--- src/rtl/spike_collector_if.sv ---
// Bank register bus plus NoC spike stream between spike_collector (master) and its environment (slave).
interface spike_collector_if #(
    parameter int ADDR_WIDTH = 8
);
    logic [ADDR_WIDTH-1:0] bus_address;
    logic                  bus_read_enable;
    logic                  bus_write_enable;
    logic [31:0]           bus_write_data;
    logic [31:0]           bus_read_data;
    logic                  bus_ready;
    logic                  spike_valid;
    logic [31:0]           spike_data;
    logic                  spike_ready;

    modport master (
        output bus_address, bus_read_enable, bus_write_enable, bus_write_data,
        input  bus_read_data, bus_ready,
        output spike_valid, spike_data,
        input  spike_ready
    );

    modport slave (
        input  bus_address, bus_read_enable, bus_write_enable, bus_write_data,
        output bus_read_data, bus_ready,
        input  spike_valid, spike_data,
        output spike_ready
    );
endinterface

--- src/rtl/spike_collector.sv ---
// Spike harvester: reads a bank's spike status, writes each neuron's resolve register and queues a stamped event.
// Latency: event visible one cycle after its accepted write; stalls on bus_ready=0 or a full event FIFO.
module spike_collector_fifo #(
    parameter int WIDTH = 32,
    parameter int DEPTH = 8
) (
    input  logic                     clk,
    input  logic                     rst_n,
    input  logic                     i_push,
    input  logic [WIDTH-1:0]         i_push_dat,
    input  logic                     i_pop,
    output logic                     o_vld,
    output logic [WIDTH-1:0]         o_dat,
    output logic [$clog2(DEPTH):0]   o_count
);
    localparam int AW = $clog2(DEPTH);
    localparam int CW = AW + 1;

    logic [WIDTH-1:0] r_mem [DEPTH];
    logic [AW-1:0]    r_wr_ptr;
    logic [AW-1:0]    r_rd_ptr;
    logic [CW-1:0]    r_count;
    logic             w_pop;

    assign w_pop = i_pop && (r_count != '0);

    always_ff @(posedge clk or negedge rst_n) begin
        if (!rst_n) begin
            r_wr_ptr <= '0;
            r_rd_ptr <= '0;
            r_count  <= '0;
            for (int i = 0; i < DEPTH; i++) r_mem[i] <= '0;
        end else begin
            if (i_push) begin
                r_mem[r_wr_ptr] <= i_push_dat;
                r_wr_ptr        <= r_wr_ptr + 1'b1;
            end
            if (w_pop) r_rd_ptr <= r_rd_ptr + 1'b1;
            r_count <= r_count + CW'(i_push) - CW'(w_pop);
        end
    end

    assign o_vld   = (r_count != '0);
    assign o_dat   = o_vld ? r_mem[r_rd_ptr] : '0;
    assign o_count = r_count;
endmodule

module spike_collector #(
    parameter int NUM_NEURONS = 4,
    parameter int ADDR_WIDTH  = 8,
    parameter int FIFO_DEPTH  = 8
) (
    input  logic                        clk,
    input  logic                        rst_n,
    input  logic [7:0]                  bank_id,
    input  logic                        scan_start,
    output logic                        busy,
    output logic                        scan_done,
    output logic [15:0]                 timestep,
    output logic [$clog2(FIFO_DEPTH):0] fifo_count,
    spike_collector_if.master           bus
);
    localparam int CW = $clog2(FIFO_DEPTH) + 1;
    localparam logic [ADDR_WIDTH-1:0] STATUS_ADDR = ADDR_WIDTH'(8'hC2);

    typedef enum logic [2:0] {IDLE, RD_STATUS, WAIT_STATUS, SCAN, DONE} state_t;

    // Neuron n's spike-resolved control register lives at n*8+7.
    function automatic logic [ADDR_WIDTH-1:0] ctrl_addr(input logic [4:0] n);
        return ADDR_WIDTH'(32'(n) * 32'd8 + 32'd7);
    endfunction

    function automatic logic [4:0] lowest_bit(input logic [NUM_NEURONS-1:0] v);
        logic [4:0] idx;
        idx = '0;
        for (int i = NUM_NEURONS - 1; i >= 0; i--) begin
            if (v[i]) idx = 5'(i);
        end
        return idx;
    endfunction

    state_t                 r_state;
    logic [NUM_NEURONS-1:0] r_pending;
    logic [4:0]             r_sel;
    logic [15:0]            r_timestep;
    logic                   r_busy;
    logic                   r_scan_done;
    logic [ADDR_WIDTH-1:0]  r_addr;
    logic                   r_rd_en;
    logic                   r_wr_en;
    logic [31:0]            r_wr_dat;

    logic [NUM_NEURONS-1:0] w_status;
    logic [NUM_NEURONS-1:0] w_pend_next;
    logic [4:0]             w_status_sel;
    logic [4:0]             w_next_sel;
    logic                   w_full;
    logic                   w_accept;
    logic                   w_pop;
    logic [31:0]            w_push_dat;
    logic                   w_unused_rd;

    assign w_status     = bus.bus_read_data[NUM_NEURONS-1:0];
    assign w_unused_rd  = ^bus.bus_read_data;
    assign w_status_sel = lowest_bit(w_status);
    assign w_pend_next  = r_pending & ~(NUM_NEURONS'(1) << r_sel);
    assign w_next_sel   = lowest_bit(w_pend_next);
    // Full is judged on the registered count so a same-cycle pop never frees a slot early.
    assign w_full       = (fifo_count == CW'(FIFO_DEPTH));
    assign w_accept     = (r_state == SCAN) && (r_pending != '0) && bus.bus_ready && !w_full;
    assign w_pop        = bus.spike_valid && bus.spike_ready;
    assign w_push_dat   = {bank_id, 3'b000, r_sel, r_timestep};

    always_ff @(posedge clk or negedge rst_n) begin
        if (!rst_n) begin
            r_state     <= IDLE;
            r_pending   <= '0;
            r_sel       <= '0;
            r_timestep  <= '0;
            r_busy      <= 1'b0;
            r_scan_done <= 1'b0;
            r_addr      <= '0;
            r_rd_en     <= 1'b0;
            r_wr_en     <= 1'b0;
            r_wr_dat    <= '0;
        end else begin
            case (r_state)
                IDLE: begin
                    r_scan_done <= 1'b0;
                    if (scan_start) begin
                        r_state <= RD_STATUS;
                        r_busy  <= 1'b1;
                        r_rd_en <= 1'b1;
                        r_addr  <= STATUS_ADDR;
                    end
                end
                RD_STATUS: begin
                    if (bus.bus_ready) begin
                        r_state <= WAIT_STATUS;
                        r_rd_en <= 1'b0;
                        r_addr  <= '0;
                    end
                end
                WAIT_STATUS: begin
                    // Write strobes for the first neuron are set up here so they are registered in SCAN.
                    r_pending <= w_status;
                    r_sel     <= w_status_sel;
                    r_state   <= SCAN;
                    if (w_status != '0) begin
                        r_wr_en  <= 1'b1;
                        r_wr_dat <= 32'd1;
                        r_addr   <= ctrl_addr(w_status_sel);
                    end
                end
                SCAN: begin
                    if (r_pending == '0) begin
                        r_state     <= DONE;
                        r_scan_done <= 1'b1;
                    end else if (w_accept) begin
                        r_pending <= w_pend_next;
                        r_sel     <= w_next_sel;
                        if (w_pend_next != '0) begin
                            r_addr <= ctrl_addr(w_next_sel);
                        end else begin
                            r_wr_en  <= 1'b0;
                            r_wr_dat <= '0;
                            r_addr   <= '0;
                        end
                    end
                end
                DONE: begin
                    r_scan_done <= 1'b0;
                    r_busy      <= 1'b0;
                    r_timestep  <= r_timestep + 16'd1;
                    r_state     <= IDLE;
                end
                default: r_state <= IDLE;
            endcase
        end
    end

    spike_collector_fifo #(
        .WIDTH (32),
        .DEPTH (FIFO_DEPTH)
    ) u_fifo (
        .clk        (clk),
        .rst_n      (rst_n),
        .i_push     (w_accept),
        .i_push_dat (w_push_dat),
        .i_pop      (w_pop),
        .o_vld      (bus.spike_valid),
        .o_dat      (bus.spike_data),
        .o_count    (fifo_count)
    );

    assign busy                 = r_busy;
    assign scan_done            = r_scan_done;
    assign timestep             = r_timestep;
    assign bus.bus_address      = r_addr;
    assign bus.bus_read_enable  = r_rd_en;
    assign bus.bus_write_enable = r_wr_en;
    assign bus.bus_write_data   = r_wr_dat;
endmodule

--- src/flat_wrapper.sv ---
// flat-port wrapper written by rule: the top's interface ports become plain ports
module spike_collector_flat 
#(
    parameter int NUM_NEURONS = 4,
    parameter int ADDR_WIDTH  = 8,
    parameter int FIFO_DEPTH  = 8
)
  (clk, rst_n, bank_id, scan_start, busy, scan_done, timestep, fifo_count, bus_bus_address, bus_bus_read_enable, bus_bus_write_enable, bus_bus_write_data, bus_bus_read_data, bus_bus_ready, bus_spike_valid, bus_spike_data, bus_spike_ready);
  spike_collector_if #(.ADDR_WIDTH(ADDR_WIDTH)) bus_i ();
  input  logic clk;
  input  logic rst_n;
  input  logic [7:0] bank_id;
  input  logic scan_start;
  output logic busy;
  output logic scan_done;
  output logic [15:0] timestep;
  output logic [$clog2(FIFO_DEPTH):0] fifo_count;
  output wire logic [$bits(bus_i.bus_address)-1:0] bus_bus_address;
  output wire logic [$bits(bus_i.bus_read_enable)-1:0] bus_bus_read_enable;
  output wire logic [$bits(bus_i.bus_write_enable)-1:0] bus_bus_write_enable;
  output wire logic [$bits(bus_i.bus_write_data)-1:0] bus_bus_write_data;
  input wire logic [$bits(bus_i.bus_read_data)-1:0] bus_bus_read_data;
  input wire logic [$bits(bus_i.bus_ready)-1:0] bus_bus_ready;
  output wire logic [$bits(bus_i.spike_valid)-1:0] bus_spike_valid;
  output wire logic [$bits(bus_i.spike_data)-1:0] bus_spike_data;
  input wire logic [$bits(bus_i.spike_ready)-1:0] bus_spike_ready;
  assign bus_bus_address = bus_i.bus_address;
  assign bus_bus_read_enable = bus_i.bus_read_enable;
  assign bus_bus_write_enable = bus_i.bus_write_enable;
  assign bus_bus_write_data = bus_i.bus_write_data;
  assign bus_i.bus_read_data = bus_bus_read_data;
  assign bus_i.bus_ready = bus_bus_ready;
  assign bus_spike_valid = bus_i.spike_valid;
  assign bus_spike_data = bus_i.spike_data;
  assign bus_i.spike_ready = bus_spike_ready;
  spike_collector #(.NUM_NEURONS(NUM_NEURONS), .ADDR_WIDTH(ADDR_WIDTH), .FIFO_DEPTH(FIFO_DEPTH)) u_core (.clk(clk), .rst_n(rst_n), .bank_id(bank_id), .scan_start(scan_start), .busy(busy), .scan_done(scan_done), .timestep(timestep), .fifo_count(fifo_count), .bus(bus_i));
endmodule
--- config.mk ---
export PLATFORM = sky130hd
export DESIGN_NAME = spike_collector_flat
export DESIGN_NICKNAME = d
export VERILOG_FILES = /design/src/rtl/spike_collector_if.sv /design/src/rtl/spike_collector.sv /design/src/flat_wrapper.sv
export SDC_FILE = /design/constraint.sdc
export NUM_CORES = 1
export LEC_CHECK = 0
export CORE_MARGIN = 2
export CORE_UTILIZATION = 50
export CTS_BUF_LIST = sky130_fd_sc_hd__clkbuf_8
export DETAILED_ROUTE_END_ITERATION = 8
export DONT_BUFFER_PORTS = 1
export PLACE_DENSITY_LB_ADDON = 0.1
export SLEW_MARGIN = 15
export SYNTH_ARGS = -nofsm -noshare
export SYNTH_HDL_FRONTEND = slang
export SYNTH_SLANG_ARGS = --single-unit
--- constraint.sdc ---
create_clock -name clk -period 2.7 [get_ports clk]
set_input_delay 0.54 -clock clk [delete_from_list [all_inputs] [get_ports clk]]
set_output_delay 0.54 -clock clk [all_outputs]
set_load 0.05 [all_outputs]
==> summary.md, run 1 <==
| Metric | Value |
|---|---|
| Failing checks | hold timing, setup timing |
| Sink Count | 252 |
| Cell area after synthesis | 0.0124 mm2 |
| Total GRT Usage | 21.7% |
| Die Span Y | 161 um |
| 1st-iter DRT viols | 496 |
| Full die area | 0.0261 mm2 |
| # nets final | 962 |
| Die Width | 161 um |
| DRT Pass-1 Iters | 4 |
| Hold Worst Slack | -0.303 ns |
| Diodes inserted | 0 |
| Post-synth cell types | 63 |
| Clock root buffer | clkbuf_8 |
| CTS buffer count | 44 |
| Max Fclk | 363 MHz |
| HP Class | in -> async |
| Clock Latency Late Sink | 0.55 ns |
| Global route overflow | 0 |
| Asr flop ratio synth | 100% |
| Setup ws final | -0.0585 ns |
| Relative slew slack | 38.9% |
| Most frequent cells in the layout | dfrtp_1, mux2_2, mux2_4, clkbuf_8, mux4_2 |
| Area grow syn2layout | 13.6% |
| Final hold viol count | 252 |
| Most used DFF post-synth | dfrtp_1 |
| Via density per instance | 5.59 |
| Max FO, Critical Path | 7 |
| Status | finished, violations left |
| FF+latch count, synth | 252 |
| Cells after Synth | 851 |
| Max clock buf depth | 3 |
| Final Max Slew Viols | 0 |
| Routed wire length | 27000 um |
| Max Cap Violations | 0 |
| Power per Cell Area | 982 mW/mm2 |
| CTS tree | yes |
| Slew at the pin closest to its max-slew limit | 0.916 ns |
| IO Port Bufs | 0 |
| CP Launch Type | flop |
| Register area share after synthesis | 50.9% |
| Yosys warnings | 0 |
| Dpl cells | 1179 |
| Crit path capture type | output pin |
| Vias post-DR | 7044 |
| Initial antenna violation count | 0 |
| Largest net degree at the start of global routing | 253 |
| I/O pin total | 142 |
| Period utilization | 102% |
| Layout cells sized above 1 | 45.7% |
| WP data arrival | 2.22 ns |
| RSZ-0062 raised after global routing | true |
| First-pass GRT wire length | 43900 um |
| Clk slew on worst S/H paths | 0.07 ns |
| Hpwl dp | 16600 um |
| Vias in the first global route | 7789 |
| Tmin final | 2.76 ns |
| Row count | 57 |
| Drt wl/cell | 21.4 um |
| CP Data Required Time | 2.16 ns |
| Worst VDD drop | 0.783 mV |
| Post-route ant nets | 0 |
| # H-tree levels | 2 |
| Residual DRC | 0 |
| Core area | 0.0243 mm2 |
| Post-DP Area | 0.0130 mm2 |
| Initial Utilization | 51.0% |
| Design Area, Final | 0.0141 mm2 |
| Non-filler cells, final | 1261 |
| Number of setup violations in the final report | 15 |
| Kind of critical path | reg -> out |
| Commonest non-fill, non-tap cell in the layout | dfrtp_1 |
| Synth Area per Inst | 14.6 um2 |
| Clk_skew | 0.0196 ns |
| Post-synth EDFFs | 0 |
| Leakage power | 6.95 nW |
| Path depth of the worst reg2reg path | 8 |
| Final GP Congestion | 0.763 |
-- cells in the mapped netlist (4+ instances only) --
| cell | count | area [um2] |
|---|---|---|
| mux2_2 | 131 | 1480 |
| nand2b_1 | 4 | 25.0 |
| dfrtp_1 | 252 | 6310 |
| buf_1 | 10 | 37.5 |
| a21o_1 | 5 | 37.5 |
| xnor2_1 | 14 | 123 |
| nand4_1 | 6 | 37.5 |
| buf_2 | 17 | 85.1 |
| xor2_1 | 7 | 61.3 |
| inv_1 | 15 | 56.3 |
| nand2_1 | 20 | 75.1 |
| mux2i_1 | 27 | 270 |
| ha_1 | 9 | 113 |
| a21oi_1 | 4 | 20.0 |
| nand3_1 | 5 | 25.0 |
| o21ai_0 | 7 | 35.0 |
| buf_4 | 42 | 315 |
| buf_6 | 9 | 101 |
| mux4_2 | 52 | 1170 |
| a211oi_1 | 4 | 30.0 |
| nor3_1 | 5 | 25.0 |
| nor2b_1 | 4 | 25.0 |
| clkbuf_1 | 29 | 109 |
| mux2_4 | 80 | 1200 |
| nor2_1 | 37 | 139 |
-- sequential cells by signal, indices dropped and copies added (netlist names), 2 cells and up --
name,cells
u_core.u_fifo.r_mem,208
u_core.timestep,16
u_core.bus.bus_address,5
u_core.r_pending,4
u_core.u_fifo.o_count,4
u_core.r_state,3
u_core.u_fifo.r_rd_ptr,3
u_core.u_fifo.r_wr_ptr,3
u_core.r_sel,2
-- where the power goes --
part | total (mW) | internal [mW] | switching, mW
sequential | 5.29 | 4.51 | 0.781
combinational | 5.19 | 2.50 | 2.69
clock | 3.35 | 1.82 | 1.53
total | 13.8 | 8.83 | 5.00
-- critical path: stages (launching register included) --
cell,delay [ns]
dfrtp_4,0.52
buf_12,0.15
buf_12,0.14
mux4_2,0.43
mux2i_2,0.21
nor2_1,0.08
buf_6,0.15
-- through the flow --
| step | setup slack (ns) | setup TNS, ns | util [%] | power [mW] | hold slack (ns) |
|---|---|---|---|---|---|
| 4_1_cts | -0.0976 | -1.05 | 57.8 | 14.0 | -0.345 |
| 3_5_place_dp | 0.0317 | 0 | 53.4 | 10.2 | 0.249 |
| 5_1_grt | -0.137 | -2.28 | 57.9 | 14.6 | -0.341 |
| 3_3_place_gp | 0.0460 | 0 | 53.4 | 10.1 | 0.249 |
| 2_1_floorplan | 0.130 | 0 | - | 8.93 | 0.244 |
| 6_report | -0.0585 | -0.348 | 57.9 | 13.8 | -0.303 |
-- cell families (layout without fill, tap and decap cells) --
kind of cell	Yosys count	count (layout)	synth area share (%)
other	1	38	0.0302
muxes	290	290	33.2
adders and majority gates	10	10	1.07
and+or+nand+nor	113	113	5.06
buffers and inverters	125	174	6.06
DFF	252	252	50.9
AOI/OAI and AO/OA	39	39	2.23
xor gates and xnor gates	21	21	1.48
-- what timing repair did --
action,in CTS,in global routing
endpoints found under the hold margin,252,252
gates resized for setup,39,10
buffers inserted,6,0
endpoints found under the setup margin,26,47
gates cloned,2,0
pin swaps,2,4
-- per-layer routing --
layer	up-vias	wire length [um]	track usage, %
met2	168	13800	37.0
li1	3111	-	-
met4	0	394	5.36
met1	3726	11700	28.8
met3	39	1150	4.29
met5	-	0	0
-- area by class of cell --
cell class	instances	area, um2
fill	1942	10200
sequential	252	6310
multi-input combinational	511	5540
timing repair buffer	82	918
clock buffer	55	757
tap	324	405
clock inverter	21	85.1
inverter	16	62.6
-- worst paths after layout --
check | from | slack (ns) | end
setup / recovery | u_core.u_fifo.r_rd_ptr[0] | -0.06 | bus_spike_data[12]
hold / removal | rst_n | -0.30 | u_core.r_pending[2]
setup reg to reg | u_core.u_fifo.o_count[2] | 0.10 | u_core.u_fifo.r_mem[216]
hold reg to reg | u_core.u_fifo.r_mem[227] | 0.50 | u_core.u_fifo.r_mem[227]
max in group asynchronous | rst_n | 2.57 | u_core.u_fifo.r_mem[91]
min in group clk | bus_bus_read_data[2] | 0.12 | u_core.r_pending[2]
(Power assumes the default switching activity.)
==> run 2: changes to the inputs <==
--- a/config.mk
+++ b/config.mk
@@ -5,11 +5,11 @@
 export SDC_FILE = /design/constraint.sdc
 export NUM_CORES = 1
 export LEC_CHECK = 0
+export BUFFER_PORTS_ARGS = -buffer_cell sky130_fd_sc_hd__buf_4
 export CORE_MARGIN = 2
 export CORE_UTILIZATION = 50
 export CTS_BUF_LIST = sky130_fd_sc_hd__clkbuf_8
 export DETAILED_ROUTE_END_ITERATION = 8
-export DONT_BUFFER_PORTS = 1
 export PLACE_DENSITY_LB_ADDON = 0.1
 export SLEW_MARGIN = 15
 export SYNTH_ARGS = -nofsm -noshare
==> run 2 against run 1 <==
Against the previous run:
- the flow finishes with violations (setup timing)
- sequential share of layout area decreased by 1.3 points
- non-clock buffer count increased by 40
- register-to-register slack improved by 0.05 ns
- sequential power decreased by 3%
- utilization increased by 1.7 points
- setup slack got worse by 0.045 ns
- via count increased by 1.9%
- clock power increased by 2%
- cell area increased by 3.0%
- combinational power increased by 8.9%
- critical path depth unchanged
==> summary.md, run 2 (synthesis results as in run 1) <==
| Metric | Value |
|---|---|
| Full die area | 0.0261 mm2 |
| Hpwl dp | 17000 um |
| Post-DP Area | 0.0133 mm2 |
| Sink Count | 252 |
| Clock Latency Late Sink | 0.54 ns |
| Slew at the pin closest to its max-slew limit | 0.660 ns |
| Vias post-DR | 7178 |
| Die Span Y | 161 um |
| Commonest non-fill, non-tap cell in the layout | dfrtp_1 |
| CTS tree | yes |
| Setup slack, reg-to-reg | 0.15 ns |
| Non-filler cells, final | 1302 |
| Biggest register | u_core.u_fifo.r_mem |
| Final Max Slew Viols | 0 |
| CP Cell Sequence | buf_4, buf_12, mux4_2, mux2i_2, nor2_2, buf_6 |
| R2r endpoint | u_core.u_fifo.r_mem[141] |
| Relative slew slack | 56.0% |
| CP bufs+invs | 3 |
| Hold Path Sink | u_core.r_pending[2] |
| Clk slew on worst S/H paths | 0.06 ns |
| Max FFs per register | 208 |
| 1st-iter DRT viols | 301 |
| Core area | 0.0243 mm2 |
| Die Width | 161 um |
| Status | finished, violations left |
| Slowest-stage cell, CP | dfrtp_4 |
| Crit path capture type | output pin |
| Drt wl/cell | 21.1 um |
| Fillers | 1926 |
| Final Util | 59.6% |
| Global route overflow | 0 |
| Critical Path Max Stage Delay | 0.50 ns |
| Kind of critical path | reg -> out |
| Max FO, Critical Path | 5 |
| Residual DRC | 0 |
| Largest net degree at the start of global routing | 74 |
| Failing checks | setup timing |
| Max clock buf depth | 3 |
| Design Area, Final | 0.0145 mm2 |
| I/O pin total | 142 |
| HP Class | in -> reg |
| Vias in the first global route | 8007 |
| Power per Cell Area | 981 mW/mm2 |
| Worst hold start | bus_bus_read_data[2] |
| Tmin final | 2.80 ns |
| Most frequent cells in the layout | dfrtp_1, mux2_2, mux2_4, buf_4, clkbuf_8 |
| Leakage power | 7.18 nW |
| CP Data Required Time | 2.16 ns |
| Area grow syn2layout | 17.0% |
| Max Cap Violations | 0 |
| Initial Utilization | 51.0% |
| Diodes inserted | 0 |
| DRT Pass-1 Iters | 4 |
| Layout cells sized above 1 | 48.0% |
| Number of setup violations in the final report | 22 |
| Via density per instance | 5.51 |
| Family with the most delay on the worst path | multiplexers |
| WP data arrival | 2.26 ns |
| Max Fclk | 357 MHz |
| CP Launch Type | flop |
| Row count | 57 |
| Hold Path Stages | 3 |
| CTS buffer count | 43 |
| R2r startpoint | u_core.u_fifo.o_count[2] |
| Total GRT Usage | 21.9% |
| Worst VDD drop | 0.784 mV |
| Post-route ant nets | 0 |
| RSZ-0062 raised after global routing | true |
| Routed wire length | 27400 um |
| Setup ws final | -0.104 ns |
| # nets final | 1001 |
| Final GP Congestion | 0.801 |
| Final hold viol count | 0 |
| Dpl cells | 1215 |
| Period utilization | 104% |
| Clk_skew | 0.0172 ns |
| # H-tree levels | 2 |
| Initial antenna violation count | 0 |
| IO Port Bufs | 75 |
| Clock root buffer | clkbuf_8 |
| Path depth of the worst reg2reg path | 9 |
| First-pass GRT wire length | 44400 um |
-- run 2: cell count changes in the layout (fill, tap and decap cells not counted), sizes merged --
| cell | delta |
|---|---|
| inv | +2 |
| clkbuf | +3 |
| dlygate4sd3 | +1 |
| clkinvlp | +1 |
| clkinv | -5 |
| buf | +39 |
-- run 2: timing repair --
action / in CTS / in global routing
resized for setup: 33 / 14
setup buffers: 5 / 2
endpoints found under the hold margin: 28 / 0
pin swaps: 1 / 12
hold buffers: 1 / 0
setup endpoints to repair: 27 / 27
gates cloned: 2 / 0
-- run 2: worst max-delay path by stage --
stage,from,end,cells past startpoint
finish,u_core.u_fifo.r_rd_ptr[0],bus_spike_data[10],6
detailed placement,u_core.u_fifo.o_count[2],u_core.u_fifo.o_count[2],9
global route,u_core.u_fifo.r_rd_ptr[0],bus_spike_data[16],6
floorplan,u_core.u_fifo.o_count[3],u_core.u_fifo.r_mem[197],8
CTS,u_core.u_fifo.r_rd_ptr[0],bus_spike_data[10],6
global placement,u_core.u_fifo.o_count[2],u_core.u_fifo.r_mem[140],9
-- run 2: per-layer routing --
metal	vias up	GRT usage, %	part of all wire [%]
li1	3191	-	-
met1	3772	28.6	43
met3	37	3.88	4.0
met5	-	0	0
met2	178	38.1	51
met4	0	5.76	1.6
-- run 2: power by group --
| part | switching, mW | internal (mW) | total (mW) |
|---|---|---|---|
| clock | 1.52 | 1.91 | 3.43 |
| combinational | 2.97 | 2.68 | 5.65 |
| sequential | 0.637 | 4.51 | 5.15 |
| total | 5.13 | 9.10 | 14.2 |
-- run 2: worst min-delay path: stages --
cell and delay [ns]:
buf_4 0.09, nand2_1 0.04, nand2_1 0.05
-- run 2: metrics by stage --
step | worst slack, ns | hold WS [ns] | TNS (ns) | power, mW
floorplan | 0.130 | 0.244 | 0 | 8.93
global placement | 0.208 | 0.481 | 0 | 10.3
detailed placement | 0.150 | 0.490 | 0 | 10.4
CTS | -0.156 | 0.175 | -2.48 | 14.3
global route | -0.187 | 0.196 | -3.36 | 15.0
finish | -0.104 | 0.220 | -0.800 | 14.2
-- run 2: layout make-up --
| class | instances | area [um2] | share of cell area [%] |
|---|---|---|---|
| Clock buffer | 58 | 798 | 5.51 |
| Clock inverter | 19 | 80.1 | 0.552 |
| Inverter | 16 | 62.6 | 0.431 |
| Multi-Input combinational cell | 511 | 5530 | 38.1 |
| Sequential cell | 252 | 6310 | 43.5 |
| Tap cell | 324 | 405 | 2.80 |
| Timing Repair Buffer | 122 | 1310 | 9.06 |
==> run 3: changes to the inputs <==
--- a/config.mk
+++ b/config.mk
@@ -11,6 +11,7 @@
 export CTS_BUF_LIST = sky130_fd_sc_hd__clkbuf_8
 export DETAILED_ROUTE_END_ITERATION = 8
 export PLACE_DENSITY_LB_ADDON = 0.1
+export RECOVER_POWER = 50
 export SLEW_MARGIN = 15
 export SYNTH_ARGS = -nofsm -noshare
 export SYNTH_HDL_FRONTEND = slang
==> run 3 against run 2 <==
Against the previous run:
- the run ends with capacitance limit, slew limit, setup timing left
- maximum frequency is essentially flat
- setup slack hardly changed
- global-route usage did not move
- die area is the same
- via count increased by 0.26%
- critical endpoint unchanged
- hold slack worse by 0.00066 ns
- routed wire length up 0.13%
- power is essentially flat
- combinational power is essentially flat
==> summary.md, run 3 (synthesis results as in run 1) <==
| Metric | Value |
|---|---|
| Clock root buffer | clkbuf_8 |
| PnR Total Power | 14.2 mW |
| Non-filler cells, final | 1302 |
| Final Util | 59.5% |
| Status | finished, violations left |
| Full die area | 0.0261 mm2 |
| Relative slew slack | -24.4% |
| Clk slew on worst S/H paths | 0.06 ns |
| Max FFs per register | 208 |
| Die Width | 161 um |
| Clock Latency Late Sink | 0.54 ns |
| IO Port Bufs | 75 |
| Residual DRC | 0 |
| Initial antenna violation count | 0 |
| Clk pwr share | 24.1% |
| WP data arrival | 2.26 ns |
| Leakage power | 7.16 nW |
| Vias post-DR | 7197 |
| I/O pin total | 142 |
| Row count | 57 |
| Failing checks | capacitance limit, slew limit, setup timing |
| CP Cell Sequence | buf_4, buf_12, mux4_2, mux2i_2, nor2_2, buf_6 |
| Core area | 0.0243 mm2 |
| Sequential power share | 36.2% |
| Post-route ant nets | 0 |
| Layout cells sized above 1 | 47.6% |
| HP Class | in -> reg |
| Switching share of power | 36.1% |
| Die Span Y | 161 um |
| CP Launch Type | flop |
| Hold Worst Slack | 0.219 ns |
| NetSw | 5.13 mW |
| Power per Cell Area | 983 mW/mm2 |
| Internal power | 9.09 mW |
| Slowest-stage cell, CP | dfrtp_4 |
| CTS tree | yes |
| Vias in the first global route | 8007 |
| Period utilization | 104% |
| Most frequent cells in the layout | dfrtp_1, mux2_2, mux2_4, buf_4, clkbuf_8 |
| Max clock buf depth | 3 |
| First-pass GRT wire length | 44400 um |
| Via density per instance | 5.53 |
| Largest net degree at the start of global routing | 74 |
| Commonest non-fill, non-tap cell in the layout | dfrtp_1 |
| Max FO, Critical Path | 5 |
| Fillers | 1927 |
| Final hold viol count | 0 |
| DRT Pass-1 Iters | 4 |
| Biggest register | u_core.u_fifo.r_mem |
| Dpl cells | 1215 |
| Kind of critical path | reg -> out |
| Max Fclk | 357 MHz |
| RSZ-0062 raised after global routing | true |
| Area grow syn2layout | 16.7% |
| WL met1 | 11900 um |
| Setup ws final | -0.103 ns |
| Total GRT Usage | 21.9% |
| Drt wl/cell | 21.1 um |
| Initial Utilization | 51.0% |
| Final setup TNS | -0.839 ns |
| Critical Path Max Stage Delay | 0.50 ns |
| Routed wire length | 27500 um |
| Final GP Congestion | 0.801 |
| Met3 WL | 1030 um |
| Global route overflow | 0 |
| Crit path capture type | output pin |
| Tmin final | 2.80 ns |
| DR WL met2 | 14100 um |
| Slew at the pin closest to its max-slew limit | 1.87 ns |
| Diodes inserted | 0 |
| Hpwl dp | 17000 um |
| Number of setup violations in the final report | 22 |
| # nets final | 1001 |
| Final Max Slew Viols | 73 |
| DR top layer | met4 |
| # H-tree levels | 2 |
| CP Data Required Time | 2.16 ns |
| Clk_skew | 0.0177 ns |
| Worst VDD drop | 0.781 mV |
| Sink Count | 252 |
| CTS buffer count | 43 |
| Max Cap Violations | 1 |
| Combinational fraction of design power | 39.7% |
| 1st-iter DRT viols | 283 |
==> run 3: worst paths after layout <==
path / startpoint / end / slack, ns / cells past startpoint
worst max-delay path: u_core.u_fifo.r_rd_ptr[0] / bus_spike_data[10] / -0.10 / 6
worst min-delay path: bus_bus_read_data[2] / u_core.r_pending[2] / 0.22 / 3
worst max register to register: u_core.u_fifo.o_count[2] / u_core.u_fifo.r_mem[134] / 0.16 / 9
worst min register to register: u_core.u_fifo.r_mem[239] / u_core.u_fifo.r_mem[239] / 0.50 / 1
max in group asynchronous: rst_n / u_core.u_fifo.r_rd_ptr[0] / 0.31 / 2
min in group asynchronous: rst_n / u_core.r_pending[3] / 1.05 / 2
==> run 3: through the flow <==
stage                     setup slack [ns]  instance area, um2
after floorplan                      0.130               12500
after global placement               0.208               13300
after detailed placement             0.150               13300
after CTS                           -0.156               14400
after global routing                -0.187               14500
final                               -0.103               14500
==> run 3: timing repair <==
action / CTS / global route
buffers inserted: 5 / 2
hold buffers: 1 / 0
pin swaps: 1 / 12
gates cloned: 2 / 0
resized for setup: 33 / 14
endpoints found under the setup margin: 27 / 27
endpoints found under the hold margin: 28 / 0
==> run 3: layout make-up <==
type                            count  area (um2)  share of cell area [%]
Clock buffer                       58         798                    5.52
Clock inverter                     19        80.1                   0.553
Inverter                           16        62.6                   0.432
Multi-Input combinational cell    511        5530                    38.2
Sequential cell                   252        6310                    43.6
Tap cell                          324         405                    2.80
Timing Repair Buffer              122        1280                    8.87
==> run 3: worst max-delay path: cells and delay by family, from the launching register on <==
family | cells | cell delay, ns
mux | 2 | 0.68
flops | 1 | 0.50
buf+inv | 3 | 0.47
simple gates | 1 | 0.07
==> run 3: metal layers <==
layer  up-vias  track usage [%]
met5         -                0
met1      3797             28.6
li1       3187                -
met3        35             3.88
met4         0             5.76
met2       178             38.1
==> run 3: power groups by stage <==
stage	sequential (mW)	clock (mW)	combinational, mW
floorplan	5.20	0	3.73
global placement	5.21	0	5.05
detailed placement	5.29	0	5.16
CTS	5.18	3.53	5.62
global route	5.25	3.72	6.00
finish	5.15	3.43	5.64
